===== src/rtl/prod_accum.sv =====
// Multiply-accumulate back end: sums a programmed number of 8-bit products
// arriving over valid/ready and presents the result on a held output handshake.
module prod_accum #(
  parameter int ACC_W = 16,
  parameter int LEN_W = 4
) (
  input  logic             clk,
  input  logic             rst,
  input  logic             start,
  input  logic [LEN_W-1:0] len,
  input  logic             in_valid,
  output logic             in_ready,
  input  logic [7:0]       prod,
  output logic             out_valid,
  input  logic             out_ready,
  output logic [ACC_W-1:0] sum,
  output logic             overflow,
  output logic             busy
);

  typedef enum logic [1:0] {
    IDLE,
    ACC,
    DONE
  } state_t;

  state_t           state;
  logic [ACC_W-1:0] acc;
  logic [LEN_W-1:0] count;
  logic [LEN_W-1:0] len_q;
  logic             ovf;

  logic [ACC_W:0]   add;
  logic [LEN_W-1:0] count_next;
  logic             xfer;

  always_comb begin
    add        = {1'b0, acc} + {{(ACC_W + 1 - 8){1'b0}}, prod};
    count_next = count + LEN_W'(1);
    xfer       = in_valid && (state == ACC);
  end

  always_ff @(posedge clk) begin
    if (rst) begin
      state <= IDLE;
      acc   <= '0;
      count <= '0;
      len_q <= '0;
      ovf   <= 1'b0;
    end else begin
      case (state)
        IDLE: begin
          if (start) begin
            len_q <= len;
            acc   <= '0;
            count <= '0;
            ovf   <= 1'b0;
            state <= (len == '0) ? DONE : ACC;
          end
        end
        ACC: begin
          if (xfer) begin
            acc   <= add[ACC_W-1:0];
            // Carry out of the top bit is sticky for the rest of the job.
            ovf   <= ovf | add[ACC_W];
            count <= count_next;
            if (count_next == len_q) state <= DONE;
          end
        end
        DONE: begin
          if (out_ready) state <= IDLE;
        end
        default: state <= IDLE;
      endcase
    end
  end

  assign in_ready  = (state == ACC);
  assign out_valid = (state == DONE);
  assign busy      = (state != IDLE);
  assign sum       = acc;
  assign overflow  = ovf;

endmodule


===== config.mk =====
export PLATFORM = sky130hd
export DESIGN_NAME = prod_accum
export DESIGN_NICKNAME = d
export VERILOG_FILES = /design/src/rtl/prod_accum.sv
export SDC_FILE = /design/constraint.sdc
export NUM_CORES = 1
export LEC_CHECK = 0
export BUFFER_PORTS_ARGS = -buffer_cell sky130_fd_sc_hd__buf_2
export CAP_MARGIN = 20
export CORE_AREA = 8 8 67 69
export DETAILED_ROUTE_END_ITERATION = 6
export DIE_AREA = 0 0 75 77
export PLACE_DENSITY = 0.69
export SLEW_MARGIN = 20
export SYNTH_ARGS = -nofsm -noshare
export SYNTH_HDL_FRONTEND = slang
export SYNTH_SLANG_ARGS = --single-unit

===== constraint.sdc =====
create_clock -name clk -period 5.8 [get_ports clk]
set_input_delay 0 -clock clk [delete_from_list [all_inputs] [get_ports clk]]
set_output_delay 0 -clock clk [all_outputs]
set_load 0.1 [all_outputs]

==> metrics.yaml <==
outcome: "finished clean"
yosysWarnings: 0
path_max_fanout: 9
cp_num_buf_inv: 1
pwr_density_cell_mw_per_mm2: 209.8
wl_per_cell_um: 13.07
clock_path_buffers: 2
die_area_sq_mm: 0.005775
numPortBuffers: 36
worst-r2r-setup-slack_ps: 3600
cp.depth: 8
critPathKind: "reg2reg"
ctsResizeCount: 0
worst_slew_pin_slew_ps: 768.8
crit_required_ps: 6070
power_frac_seq_pct: 49.6
p_sw_uw: 145.1
synth_cell_types: 51
max-slew-margin-rel_pct: 48.56
viasPerCell: 5.288
r2r_end: "sum[14]$_SDFFE_PP0P_"
grt_setup_unrepaired: "false"
vdd_drop_max_uv: 98.95
fin_crit_sh_pct: 37.85
r2r_start: "sum[0]$_SDFFE_PP0P_"
setup_viol: 0
final.min_clock_period_ps: 2195
route.detailed.drc: 0
arrival_ps: 2460
synth_fp_nets: 215
drv_cap: 0
die_h_um: 77
drt_iter0_drc: 97
startpoint_type: "flip-flop"
nNetsFinal: 254
ant_nets: 0
grt.total_usage_pct: 13.18
mostFrequentLayoutCell: "buf_2"
first_pass_iters: 4
clock-skew-final_ps: 6.397
path_cells: "ha_1 -> inv_1 -> fa_1 -> nor2b_1 -> o31a_1 -> nor4b_4 -> or4_1 -> a21oi_1"
final_cell_mix: "buf_2, dfxtp_1, nor2_1, a21oi_1, nand2_1"
p_leak_uw: 0.0008004
coreArea_sq_mm: 0.003496
wl_um: 3582
hold_viol_final: 0
slowest_stage: "or4_1"
drive_gt1_share_pct: 23.89
grt_pass1_vias: 1356
overflow: 0
diodes: 0
cts_tree: "built"
maxSlewViolCount: 0
fin_setup_tns_ps: 0
vias: 1449
antenna_found_initial: 0
die_w_um: 75
numCtsBuffers: 3
insertion_delay_ps: 320
root_buffer: "clkbuf_4"
area_delta_synth_final_pct: 16.55
critical_path.endpoint: "sum[14]$_SDFFE_PP0P_"
cts.sinks: 27
avgSynthCellArea_sq_um: 8.765
crit_start: "sum[0]$_SDFFE_PP0P_"
combPwrFrac_pct: 30.2
multiInputGateArea_sq_mm: 0.001041
p_clk_share_pct: 20.2
reg2regPathDepth: 8
grt_pass1_wl_um: 6251
max_stage_delay_ps: 510
initial_core_util_pct: 47.14
fmax_ghz: 0.4555
cp-end-kind: "flip-flop"
num_rows: 22
synthCells: 188
num-fill-cells: 352
num_io_pins: 37
register_area_sq_um: 540.5
ys_seq_elements: 27
clkTransAtPathRegs_ps: 150
dp.final_hpwl_um: 2683
cp_top_family: "simple AND/OR/NAND/NOR gates"
post-cts-setup-buffers: 0
sw_frac_of_total_pct: 36.02
synth-seq-area-share_pct: 32.80
syn-cell-area_sq_mm: 0.001648
hold_slack_ps: 45.00
grt_max_degree: 24
gp_congestion: 0.8257
p_int_uw: 257.8
htree_levels: 1
hold_class: "in2reg"
## through the flow
stage	power (uW)	setup slack [ps]	util, %	std cells	cell area, sq um
4_1_cts	406.7	3614	54.94	274	1921
6_report	402.9	3605	54.94	274	1921
2_1_floorplan	304.6	2994	-	188	1648
5_1_grt	428.3	3437	54.94	274	1921
3_5_place_dp	323.4	3663	52.76	265	1844
3_3_place_gp	323.3	3690	52.76	265	1844
## timing repair
| action | 4_1_cts | 5_1_grt |
|---|---|---|
| hold endpoints to repair | 5 | 0 |
| setup endpoints to repair | 0 | 0 |
| hold buffers | 5 | 0 |
## worst min path at each step
stage,startpoint,endpoint,slack (ps),depth (start not counted)
floorplan,len[0],len_q[0]$_SDFFE_PP0P_,150,2
global placement,len[2],len_q[2]$_SDFFE_PP0P_,250,3
detailed placement,len[2],len_q[2]$_SDFFE_PP0P_,260,3
CTS,prod[0],sum[0]$_SDFFE_PP0P_,40,4
global route,out_ready,state[1]$_SDFFE_PP0P_,60,4
finish,prod[0],sum[0]$_SDFFE_PP0P_,50,4
## worst min-delay path: cells and delay by family
| kind | cells | cell delay, ps |
|---|---|---|
| AOI/OAI and AO/OA | 1 | 70 |
| adders and majority gates | 1 | 120 |
| buffers and inverters | 1 | 80 |
| and+or+nand+nor | 1 | 70 |
## cell families after synthesis
group	share of synthesized area, %
compound gates	21.11
flops	32.80
xor+xnor	4.252
mux	3.645
fa+ha+maj	8.049
buf+inv	4.024
simple gates	26.12
## Yosys cell counts (all sizes together)
cell type  count  area (sq um)
dfxtp         27         540.5
nor2          25         93.84
a21oi         19         95.09
nand2         10         37.54
ha             9         112.6
nand3          8         52.55
o21ai          8         51.30
inv            6         22.52
mux2i          6         60.06
xnor2          6         52.55
buf            5         36.28
nand3b         5         41.29
a22oi          4         30.03
and3           3         18.77
nor2b          3         18.77
o21a           3         22.52
o31ai          3         22.52
or3            3         18.77
or4            3         22.52
a2111o         2         22.52
clkbuf         2         7.510
nor3           2         10.01
nor3b          2         20.02
nor4b          2         32.53
or2            2         12.51
xor2           2         17.52
a211o          1         17.52
a211oi         1         7.510
a21bo          1         10.01
a21o           1         7.510
a221oi         1         8.760
a31o           1         8.760
a31oi          1         6.260
a32oi          1         8.760
and2           1         6.260
and3b          1         8.760
and4bb         1         12.51
fa             1         20.02
nand4          1         6.260
nor4           1         6.260
o21bai         1         11.26
o31a           1         8.760
o32ai          1         8.760
or2b           1         11.26
## sequential cells by signal, summed over array words and instances, names as in the netlist
register,count
count,4
len_q,4
overflow,1
state,2
sum,16
## power by group through the flow
stage	clock (uW)	sequential, uW	combinational, uW
after global placement	0	204	119
after CTS	84.6	200	122
after detailed placement	0	204	119
after floorplan	0	223	81.3
final	81.2	200	122
after global routing	94.9	202	132
## metal layers
metal  GRT usage (%)  up-vias  part of all wire, %
met2           20.50       36                   47
met4           4.118        0                 0.98
met1           17.26      651                   46
met5               0        -                    0
met3           2.861        4                  5.9
li1                -      758                    -
## cell type report
class	instances	area share (%)
inverter	6	1.173
tap	48	3.127
sequential	27	28.14
clock buffer	4	1.368
timing repair buffer	41	11.99
multi-input combinational	148	54.20
(Power assumes the default switching activity.)
